## src/rtl/pllMap_pkg.sv

```systemverilog
// pllMap_pkg: PLL map configuration struct, shadow word layout, write masks,
// reset image and pack/unpack helpers shared by the shadow/commit stage.
// Optional build macro PLL_CFG_LOCK_EN makes CTRL bit 30 a writable LOCK bit.
package pllMap_pkg;

    // Word indices of the shadow bank
    localparam int PLLCFG_CTRL   = 0;
    localparam int PLLCFG_RATIO  = 1;
    localparam int PLLCFG_ZDIV   = 2;
    localparam int PLLCFG_FZ0    = 3;
    localparam int PLLCFG_FZ1    = 4;
    localparam int PLLCFG_FZ2    = 5;
    localparam int PLLCFG_FZ3    = 6;
    localparam int PLLCFG_DFX    = 7;
    localparam int PLLCFG_SSC0   = 8;
    localparam int PLLCFG_SSC1   = 9;
    localparam int PLLCFG_NWORDS = 10;

    // CTRL bit that requests a commit; it is never stored
    localparam int PLLCFG_COMMIT_BIT = 31;

    typedef enum logic [1:0] {
        ST_IDLE   = 2'd0,
        ST_COMMIT = 2'd1,
        ST_GUARD  = 2'd2
    } guard_state_e;

    typedef struct packed {
        logic        pllen;
        logic        en_write;
        logic        en_read;
        logic        bypass;
        logic        ldo_enable;
        logic        clkpostdist;
        logic        pllfwen_b;
        logic        ssc_en;
        logic [9:0]  ratio;
        logic [9:0]  zdiv0_ratio;
        logic [9:0]  zdiv1_ratio;
        logic [10:0] fz_vcotrim;
        logic [7:0]  fz_cp1trim;
        logic [7:0]  fz_cp2trim;
        logic [5:0]  fz_lftrim;
        logic [5:0]  fz_irefgen;
        logic [3:0]  fz_tdctrim;
        logic [3:0]  fz_dcotrim;
        logic        powergood_vnn;
        logic [3:0]  dfx_sel;
        logic [23:0] ssc_frac_step;
        logic [8:0]  ssc_cyc_to_peak_m1;
    } pllmap2pll;

    typedef logic [PLLCFG_NWORDS-1:0][31:0] pllcfg_words_t;
    typedef logic [31:0] pllcfg_mask_t [PLLCFG_NWORDS];

    localparam pllmap2pll PLLMAP_DEFAULT = '{
        pllen:              1'b1,
        en_write:           1'b0,
        en_read:            1'b0,
        bypass:             1'b0,
        ldo_enable:         1'b0,
        clkpostdist:        1'b0,
        pllfwen_b:          1'b0,
        ssc_en:             1'b0,
        ratio:              10'hBC,
        zdiv0_ratio:        10'hC7,
        zdiv1_ratio:        10'h19,
        fz_vcotrim:         11'h3C9,
        fz_cp1trim:         8'h0A,
        fz_cp2trim:         8'h0C,
        fz_lftrim:          6'h15,
        fz_irefgen:         6'h20,
        fz_tdctrim:         4'h8,
        fz_dcotrim:         4'h7,
        powergood_vnn:      1'b1,
        dfx_sel:            4'h0,
        ssc_frac_step:      24'hE6829A,
        ssc_cyc_to_peak_m1: 9'h1D8
    };

`ifdef PLL_CFG_LOCK_EN
    localparam logic [31:0] PLLCFG_CTRL_MASK = 32'h4000_00FF;
`else
    localparam logic [31:0] PLLCFG_CTRL_MASK = 32'h0000_00FF;
`endif

    // Storable bits per word; everything else is reserved and reads 0
    localparam pllcfg_mask_t PLLCFG_WMASK = '{
        PLLCFG_CTRL_MASK, 32'h0000_03FF, 32'h03FF_03FF, 32'h0000_07FF, 32'h0000_FFFF,
        32'h0000_3F3F,    32'h0000_0F0F, 32'h0000_001F, 32'h00FF_FFFF, 32'h0000_01FF
    };

    // Build the published struct from the shadow words
    function automatic pllmap2pll pllcfg_pack(input pllcfg_words_t w);
        pllmap2pll m;
        m = '0;
        {m.ssc_en, m.pllfwen_b, m.clkpostdist, m.ldo_enable,
         m.bypass, m.en_read, m.en_write, m.pllen}  = w[PLLCFG_CTRL][7:0];
        m.ratio              = w[PLLCFG_RATIO][9:0];
        m.zdiv0_ratio        = w[PLLCFG_ZDIV][9:0];
        m.zdiv1_ratio        = w[PLLCFG_ZDIV][25:16];
        m.fz_vcotrim         = w[PLLCFG_FZ0][10:0];
        m.fz_cp1trim         = w[PLLCFG_FZ1][7:0];
        m.fz_cp2trim         = w[PLLCFG_FZ1][15:8];
        m.fz_lftrim          = w[PLLCFG_FZ2][5:0];
        m.fz_irefgen         = w[PLLCFG_FZ2][13:8];
        m.fz_tdctrim         = w[PLLCFG_FZ3][3:0];
        m.fz_dcotrim         = w[PLLCFG_FZ3][11:8];
        m.powergood_vnn      = w[PLLCFG_DFX][0];
        m.dfx_sel            = w[PLLCFG_DFX][4:1];
        m.ssc_frac_step      = w[PLLCFG_SSC0][23:0];
        m.ssc_cyc_to_peak_m1 = w[PLLCFG_SSC1][8:0];
        return m;
    endfunction

    // Extract one shadow word image from the struct
    function automatic logic [31:0] pllcfg_word(input pllmap2pll m, input int idx);
        logic [31:0] w;
        w = 32'h0;
        case (idx)
            PLLCFG_CTRL:  w[7:0]   = {m.ssc_en, m.pllfwen_b, m.clkpostdist, m.ldo_enable,
                                      m.bypass, m.en_read, m.en_write, m.pllen};
            PLLCFG_RATIO: w[9:0]   = m.ratio;
            PLLCFG_ZDIV:  w        = {6'h0, m.zdiv1_ratio, 6'h0, m.zdiv0_ratio};
            PLLCFG_FZ0:   w[10:0]  = m.fz_vcotrim;
            PLLCFG_FZ1:   w[15:0]  = {m.fz_cp2trim, m.fz_cp1trim};
            PLLCFG_FZ2:   w[13:0]  = {2'h0, m.fz_irefgen, 2'h0, m.fz_lftrim};
            PLLCFG_FZ3:   w[11:0]  = {m.fz_dcotrim, 4'h0, m.fz_tdctrim};
            PLLCFG_DFX:   w[4:0]   = {m.dfx_sel, m.powergood_vnn};
            PLLCFG_SSC0:  w[23:0]  = m.ssc_frac_step;
            PLLCFG_SSC1:  w[8:0]   = m.ssc_cyc_to_peak_m1;
            default:      w        = 32'h0;
        endcase
        return w;
    endfunction

endpackage

```

## src/rtl/pll_cfg_shadow_guard_fsm.sv

```systemverilog
// pll_cfg_guard_fsm: IDLE -> COMMIT (1 cycle) -> GUARD (GUARD_CYCLES cycles)
// sequencer. Produces the bus accept window, the commit strobe and busy.
module pll_cfg_guard_fsm
    import pllMap_pkg::*;
#(
    parameter int GUARD_CYCLES = 8
) (
    input  logic clk,
    input  logic rst_n,
    input  logic commit,
    output logic accept,
    output logic valid,
    output logic busy
);

    guard_state_e state_r;
    guard_state_e state_nxt_s;
    logic [7:0]   cnt_r;
    logic [7:0]   cnt_nxt_s;
    logic         valid_r;
    logic         busy_r;

    // State, guard counter and registered strobes
    always_ff @(posedge clk or negedge rst_n) begin
        if (!rst_n) begin
            state_r <= ST_IDLE;
            cnt_r   <= 8'd0;
            valid_r <= 1'b0;
            busy_r  <= 1'b0;
        end else begin
            state_r <= state_nxt_s;
            cnt_r   <= cnt_nxt_s;
            valid_r <= (state_nxt_s == ST_COMMIT);
            busy_r  <= (state_nxt_s != ST_IDLE);
        end
    end

    // Next-state and counter decode; an unused encoding falls back to IDLE
    always_comb begin
        state_nxt_s = ST_IDLE;
        cnt_nxt_s   = cnt_r;
        case (state_r)
            ST_IDLE: begin
                if (commit) begin
                    state_nxt_s = ST_COMMIT;
                end else begin
                    state_nxt_s = ST_IDLE;
                end
            end
            ST_COMMIT: begin
                state_nxt_s = ST_GUARD;
                cnt_nxt_s   = 8'(GUARD_CYCLES - 1);
            end
            ST_GUARD: begin
                if (cnt_r == 8'd0) begin
                    state_nxt_s = ST_IDLE;
                end else begin
                    state_nxt_s = ST_GUARD;
                    cnt_nxt_s   = cnt_r - 8'd1;
                end
            end
            default: begin
                state_nxt_s = ST_IDLE;
                cnt_nxt_s   = 8'd0;
            end
        endcase
    end

    // Outputs: bus accepted only in IDLE, strobes come straight from flops
    always_comb begin
        accept = (state_r == ST_IDLE);
        valid  = valid_r;
        busy   = busy_r;
    end

endmodule

```

## src/rtl/pll_cfg_shadow.sv

```systemverilog
// pll_cfg_shadow: shadow bank of PLL configuration words with an atomic
// commit into the published pllmap2pll register and a post-commit guard.
// Optional build macro PLL_CFG_LOCK_EN adds the sticky CTRL LOCK bit (30).
module pll_cfg_shadow
    import pllMap_pkg::*;
#(
    parameter int NUM_WORDS    = 16,
    parameter int GUARD_CYCLES = 8,
    localparam int AW          = $clog2(NUM_WORDS)
) (
    input  logic          clk,
    input  logic          rst_n,
    input  logic          req_i,
    input  logic          we_i,
    input  logic [AW-1:0] addr_i,
    input  logic [31:0]   wdata_i,
    output logic          gnt_o,
    output logic          rvalid_o,
    output logic [31:0]   rdata_o,
    output logic          err_o,
    output logic          valid_o,
    output pllmap2pll     pllmap_o,
    output logic          busy_o
);

    pllcfg_words_t shadow_r;
    pllcfg_words_t shadow_nxt_s;
    pllmap2pll     pllmap_r;
    logic          accept_s;
    logic          gnt_s;
    logic          in_range_s;
    logic          is_ctrl_s;
    logic          locked_s;
    logic          wr_ok_s;
    logic          commit_s;
    logic          err_s;
    logic [31:0]   rd_word_s;
    logic          rvalid_r;
    logic [31:0]   rdata_r;
    logic          err_r;

    pll_cfg_guard_fsm #(
        .GUARD_CYCLES (GUARD_CYCLES)
    ) u_guard_fsm (
        .clk    (clk),
        .rst_n  (rst_n),
        .commit (commit_s),
        .accept (accept_s),
        .valid  (valid_o),
        .busy   (busy_o)
    );

    // Bus decode: grant, range check, lock protection and commit detect
    always_comb begin
        gnt_s      = req_i & accept_s;
        in_range_s = (32'(addr_i) < 32'(NUM_WORDS));
        is_ctrl_s  = (addr_i == {AW{1'b0}});
`ifdef PLL_CFG_LOCK_EN
        locked_s   = shadow_r[PLLCFG_CTRL][30];
`else
        locked_s   = 1'b0;
`endif
        wr_ok_s    = gnt_s & we_i & in_range_s & (~locked_s | is_ctrl_s);
        commit_s   = gnt_s & we_i & is_ctrl_s & wdata_i[PLLCFG_COMMIT_BIT];
        err_s      = ~in_range_s | (we_i & locked_s & ~is_ctrl_s);
    end

    // Masked write into the shadow image and read mux; locked CTRL keeps only pllen
    always_comb begin
        logic [31:0] wmask;
        shadow_nxt_s = shadow_r;
        rd_word_s    = 32'h0;
        wmask        = 32'h0;
        for (int i = 0; i < PLLCFG_NWORDS; i++) begin
            if (32'(addr_i) == 32'(i)) begin
                if (locked_s) begin
                    wmask = (i == PLLCFG_CTRL) ? 32'h0000_0001 : 32'h0;
                end else begin
                    wmask = PLLCFG_WMASK[i];
                end
                rd_word_s = shadow_r[i];
                if (wr_ok_s) begin
                    shadow_nxt_s[i] = (shadow_r[i] & ~wmask) | (wdata_i & wmask);
                end else begin
                    shadow_nxt_s[i] = shadow_r[i];
                end
            end else begin
                shadow_nxt_s[i] = shadow_r[i];
            end
        end
    end

    // Shadow bank flops
    always_ff @(posedge clk or negedge rst_n) begin
        if (!rst_n) begin
            for (int i = 0; i < PLLCFG_NWORDS; i++) begin
                shadow_r[i] <= pllcfg_word(PLLMAP_DEFAULT, i);
            end
        end else begin
            shadow_r <= shadow_nxt_s;
        end
    end

    // Published configuration: loads the post-write image only on commit
    always_ff @(posedge clk or negedge rst_n) begin
        if (!rst_n) begin
            pllmap_r <= PLLMAP_DEFAULT;
        end else if (commit_s) begin
            pllmap_r <= pllcfg_pack(shadow_nxt_s);
        end else begin
            pllmap_r <= pllmap_r;
        end
    end

    // Registered bus response, one cycle after the grant
    always_ff @(posedge clk or negedge rst_n) begin
        if (!rst_n) begin
            rvalid_r <= 1'b0;
            rdata_r  <= 32'h0;
            err_r    <= 1'b0;
        end else begin
            rvalid_r <= gnt_s;
            err_r    <= gnt_s & err_s;
            rdata_r  <= (gnt_s & ~we_i & in_range_s) ? rd_word_s : 32'h0;
        end
    end

    // Output wiring
    always_comb begin
        gnt_o    = gnt_s;
        rvalid_o = rvalid_r;
        rdata_o  = rdata_r;
        err_o    = err_r;
        pllmap_o = pllmap_r;
    end

endmodule
```

## config.mk

```make
export PLATFORM = sky130hd
export DESIGN_NAME = pll_cfg_shadow
export DESIGN_NICKNAME = d
export VERILOG_FILES = /design/src/rtl/pllMap_pkg.sv /design/src/rtl/pll_cfg_shadow_guard_fsm.sv /design/src/rtl/pll_cfg_shadow.sv
export SDC_FILE = /design/constraint.sdc
export NUM_CORES = 1
export LEC_CHECK = 0
export CAP_MARGIN = 10
export CELL_PAD_IN_SITES_DETAIL_PLACEMENT = 1
export CELL_PAD_IN_SITES_GLOBAL_PLACEMENT = 1
export CORE_MARGIN = 8
export CORE_UTILIZATION = 47
export DETAILED_ROUTE_END_ITERATION = 7
export HOLD_SLACK_MARGIN = 0.1
export PLACE_DENSITY = 0.83
export SLEW_MARGIN = 5
export SYNTH_ARGS = -nofsm -noshare
export SYNTH_HDL_FRONTEND = slang
export SYNTH_HIERARCHICAL = 1
export SYNTH_SLANG_ARGS = --single-unit
```

## constraint.sdc

```tcl
create_clock -name clk -period 4.1 [get_ports clk]
set_input_delay 0.41 -clock clk [delete_from_list [all_inputs] [get_ports clk]]
set_output_delay 0.41 -clock clk [all_outputs]
set_load 0.005 [all_outputs]
```

# After elaboration in Yosys (flattened, before gate mapping)
# Index checks and enable logic that the tools add are counted.
# totals
register_bits	488
in_bits	40
out_inout_bits	160
word_cells	170
# classes
add_sub_neg	1
eq_ne	13
mux	46
bitwise	47
reduce_logical	15
# ops
op	n
$mux 32	21
$and 32x32->32	20
$not 32->32	10
$or 32x32->32	10
$mux 26	2
$mux 24	2
$mux 16	2
$mux 14	2
$mux 12	2
$mux 8	3
$pmux 8 s3	1
$mux 11	2
$reduce_and 2->1	11
$mux 10	2
$mux 9	2
$eq 4x3->1 const B	4
$mux 5	2
$eq 4x2->1 const B	2
$eq 4x4->1 const B	2
$logic_not 8->1	1
$sub 8x1->8 const B	1
$pmux 2 s3	1
$and 1x1->1	5
$eq 2x1->1 const B	2
9 further kinds	10

# Logic depth before layout (Yosys ltp)
# depth
ltp_word	12
ltp_mapped	10
ltp_nobuf	8

# By module
# Netlist, hierarchy kept.
# by_module_without_submodules
mod	instances	cells_each	area_per_inst_um2	seq_area_each_um2
pll_cfg_shadow	1	780	11353.4	6954.2
pll_cfg_guard_fsm	1	75	719.4	300.3

# Worst setup path after synthesis
# No wires, ideal clock.
# synth_timing
kind	register -> register
from	reg u_guard_fsm.state_r[0]
to	reg pllmap_r, in the netlist pllmap_o[73]
setup_ps	125
t_arrival_ps	2114
required_time_ps	3975
path_slack_ps	1861
path_stages_with_launch	8
n_path_buf	1
period_less_slack_ps	2239
cell_sequence	dfrtp_1 > inv_1 > ha_1 > nand3_4 > nor4_4 > buf_6 > mux2_2 > mux2_2
# synth_lines
item	line_no	source
start, declared	pll_cfg_shadow_guard_fsm.sv:16	guard_state_e state_r;
start signal, assigned	pll_cfg_shadow_guard_fsm.sv:31	state_r <= state_nxt_s;
end signal, assigned	pll_cfg_shadow.sv:109	pllmap_r <= pllcfg_pack(shadow_nxt_s);
end signal, assigned	pll_cfg_shadow.sv:111	pllmap_r <= pllmap_r;
end, declared	pll_cfg_shadow.sv:28	pllmap2pll pllmap_r;

# Final worst setup path
# layout_timing
from	reg u_guard_fsm.state_r[0]
to	reg pllmap_r, in the netlist pllmap_o[78]
# layout_via
elab_chain_cells	5
word_cells_on_any_way	7
classes_between	mux: 2; bitwise: 4; reduce/logical: 1
# layout_lines
item	line_no	source
$logic_not 2->1 *	pll_cfg_shadow_guard_fsm.sv:71	accept = (state_r == ST_IDLE);
net accept_s	pll_cfg_shadow.sv:29	logic accept_s;
$and 1x1->1 *	pll_cfg_shadow.sv:55	gnt_s = req_i & accept_s;
$and 1x1->1 *	pll_cfg_shadow.sv:63, pll_cfg_shadow.sv:64	
$mux 11 or $and 1x1->1 (tied branches)	pll_cfg_shadow.sv:82, pll_cfg_shadow.sv:64	
$mux 11 or $and 1x1->1 (tied branches)	pll_cfg_shadow.sv:75, pll_cfg_shadow.sv:64	
# Mark *: on every way through the listed nets, which the timed path passes. The rest lies on a longest branch.
# A chain may end at the register's enable or synchronous reset.

==> impl_metrics.json <==
{
  "status": "complete, no violations",
  "grt_pass1_wl_um": 54500,
  "tritoncts": "done",
  "cts_root_buf": "clkbuf_16",
  "crit_path_end_kind": "register",
  "ys_types": 64,
  "drc_errors": 0,
  "period_needed_ps": 3240,
  "insertion_delay_ps": 550,
  "grt_max_degree": 114,
  "synth_edf_count": 0,
  "yosysTopAreaCell": "dfrtp_1",
  "yosysTopAreaCellShare_pct": 38.8,
  "io_buffers": 187,
  "ys_top_cells_by_count": "mux2_2, dfrtp_1, dfstp_2",
  "ir_worst_vdd_mv": 0.302,
  "crit_family": "buffers and inverters",
  "yosysSeqAreaShare_pct": 60.1,
  "timing.final.max_slew_violations": 0,
  "dieArea_um2": 31100,
  "fmax_mhz": 309,
  "post-place-ws_ps": 932,
  "finClkSkew_ps": 17.0,
  "ios": 200,
  "ys_warn_count": 6,
  "timing.final.hold_violations": 0,
  "track_usage_pct": 22.2,
  "async_reset_ff_share_pct": 100,
  "grt_remaining_overflow": 0,
  "worstMarginPinSlew_ps": 899,
  "wl_per_cell_um": 24.8,
  "antenna_found_initial": 3,
  "nNetsFinal": 1098,
  "crit_path_top_delay_cell": "ha_1",
  "synth_flop_cell": "dfrtp_1",
  "drive_gt1_share_pct": 41.2,
  "final_cells": 1407,
  "timing.final.crit_share_pct": 79.0,
  "die_x_um": 176,
  "dpl.hpwl_um": 23200,
  "timing.hold.ws_ps": 467,
  "cp.required_ps": 4530,
  "cts_buffers": 30,
  "yosysMostFrequentCell": "mux2_2",
  "htreeDepth": 1,
  "ctsLongestPathBuffers": 3,
  "path_buf_inv": 3,
  "slew_headroom_pct": 40.1,
  "grt_pass1_vias": 9012,
  "core-area_um2": 25200,
  "min_path_type": "register to register",
  "clkTransAtPathRegs_ps": 60,
  "path_cells": "inv_1 -> ha_1 -> nand3_4 -> nor3_4 -> nand3_4 -> inv_4 -> buf_4 -> mux2_2",
  "dr.pass1.iters": 4,
  "postCtsSetupBuffers": 0,
  "drtIter0Drc": 430,
  "viasPerCell": 5.57,
  "synth_seq_cells": 285,
  "place_congestion": 0.776,
  "rsz0062_at_grt": "no",
  "cp_common_cell": "nand3_4",
  "dr_total_vias": 7831,
  "netlist_instances": 855,
  "p_per_area_nw_per_um2": 480,
  "dieHeight_um": 176,
  "syn_to_final_growth_pct": 27.0,
  "worstPathMaxFanout": 30,
  "drt-total-wl_um": 34800,
  "placed_cells": 1349,
  "setup_tns_ps": 0,
  "synth_area_leaders": "dfrtp_1, mux2_2, dfstp_2",
  "setup_violations": 0,
  "cts_sinks": 285,
  "leakage_nw": 6.60,
  "netlist_area_um2": 12100,
  "arrival_ps": 3670,
  "floorplan.initialDensity_pct": 47.9,
  "criticalPathCategory": "register to register",
  "rows": 58,
  "ant_nets": 0,
  "max_stage_delay_ps": 550,
  "avgSynthCellArea_um2": 14.1,
  "layout_setup_ws_ps": 862,
  "cap_violations": 0,
  "start_kind": "register"
}
## tightest hold or removal path, cell delays in order, from the launching register on
cell and delay, ps:
dfstp_2 370, nand2_1 50, nand2_1 50
## repair_timing
action,4_1_cts,5_1_grt
hold buffers,1,0
gates resized for setup,0,0
hold endpoints to repair,72,0
## metal layers
metal  track usage [%]  vias up  part of all wire, %
met4              6.25        4                  2.3
met5                 0        -                0.063
li1                  -     3436                    -
met3              4.68       61                  6.1
met2              38.1      210                   50
met1              28.1     4120                   41
## cell usage in the layout, fill, tap and decap left out, types with 11 or more instances in the layout
master / count
buf_4: 21
a22oi_1: 19
nand2_1: 44
clkbuf_16: 31
o21ai_0: 19
dfstp_2: 98
mux2_2: 242
inv_1: 11
dfrtp_1: 187
nor2_1: 32
clkdlybuf4s50_1: 184
a21oi_1: 20
## kinds of logic (layout without fill, tap and decap cells)
logic type | Yosys count | count (layout) | synth area share [%]
buf+inv | 65 | 280 | 3.24
fa+ha+maj | 6 | 6 | 0.622
mux | 255 | 255 | 23.8
flops | 285 | 285 | 60.1
other cells | 1 | 8 | 0.0311
compound gates | 103 | 103 | 5.79
simple gates | 140 | 140 | 6.43
## stage by stage
stage,instance area (µm²),total power [mW],utilization [%]
floorplan,12100,3.95,-
global placement,14300,4.43,56.6
detailed placement,14300,4.49,56.6
CTS,15300,7.41,60.9
global route,15300,7.64,60.9
finish,15300,7.36,60.9
## flip-flops by register name, indices dropped and copies added, names as in the netlist
signal               count
pllmap_o               123
rdata_o                 26
rvalid_o                 1
shadow_r               123
u_guard_fsm/busy         1
u_guard_fsm/cnt_r        8
u_guard_fsm/state_r      2
u_guard_fsm/valid        1
## cell type report
class / instances / area, µm²
flip-flops and latches: 285 / 7250
well taps: 330 / 413
repair buffers: 212 / 2090
clock inverters: 12 / 166
fillers: 2407 / 9850
inverters: 12 / 47.5
clock buffers: 44 / 895
diodes: 1 / 2.50
multi-input cells: 511 / 4460
## where the power goes
group          internal [mW]  total [mW]  switching (mW)
registers               3.25        3.45           0.202
clock network           1.76        2.89            1.13
logic                  0.546        1.01           0.468
## final timing paths
kind	start	end	slack, ps	cells past startpoint
max	u_guard_fsm/state_r[0]	pllmap_o[78]	860	8
min	pllmap_o[122]	pllmap_o[122]	470	2
max reg2reg	u_guard_fsm/state_r[0]	pllmap_o[78]	860	8
min reg2reg	pllmap_o[122]	pllmap_o[122]	470	2
max in group asynchronous	rst_n	shadow_r[277]	2550	3
min in group asynchronous	rst_n	u_guard_fsm/cnt_r[2]	530	2
Note: power is estimated with default switching activity, not from simulation.
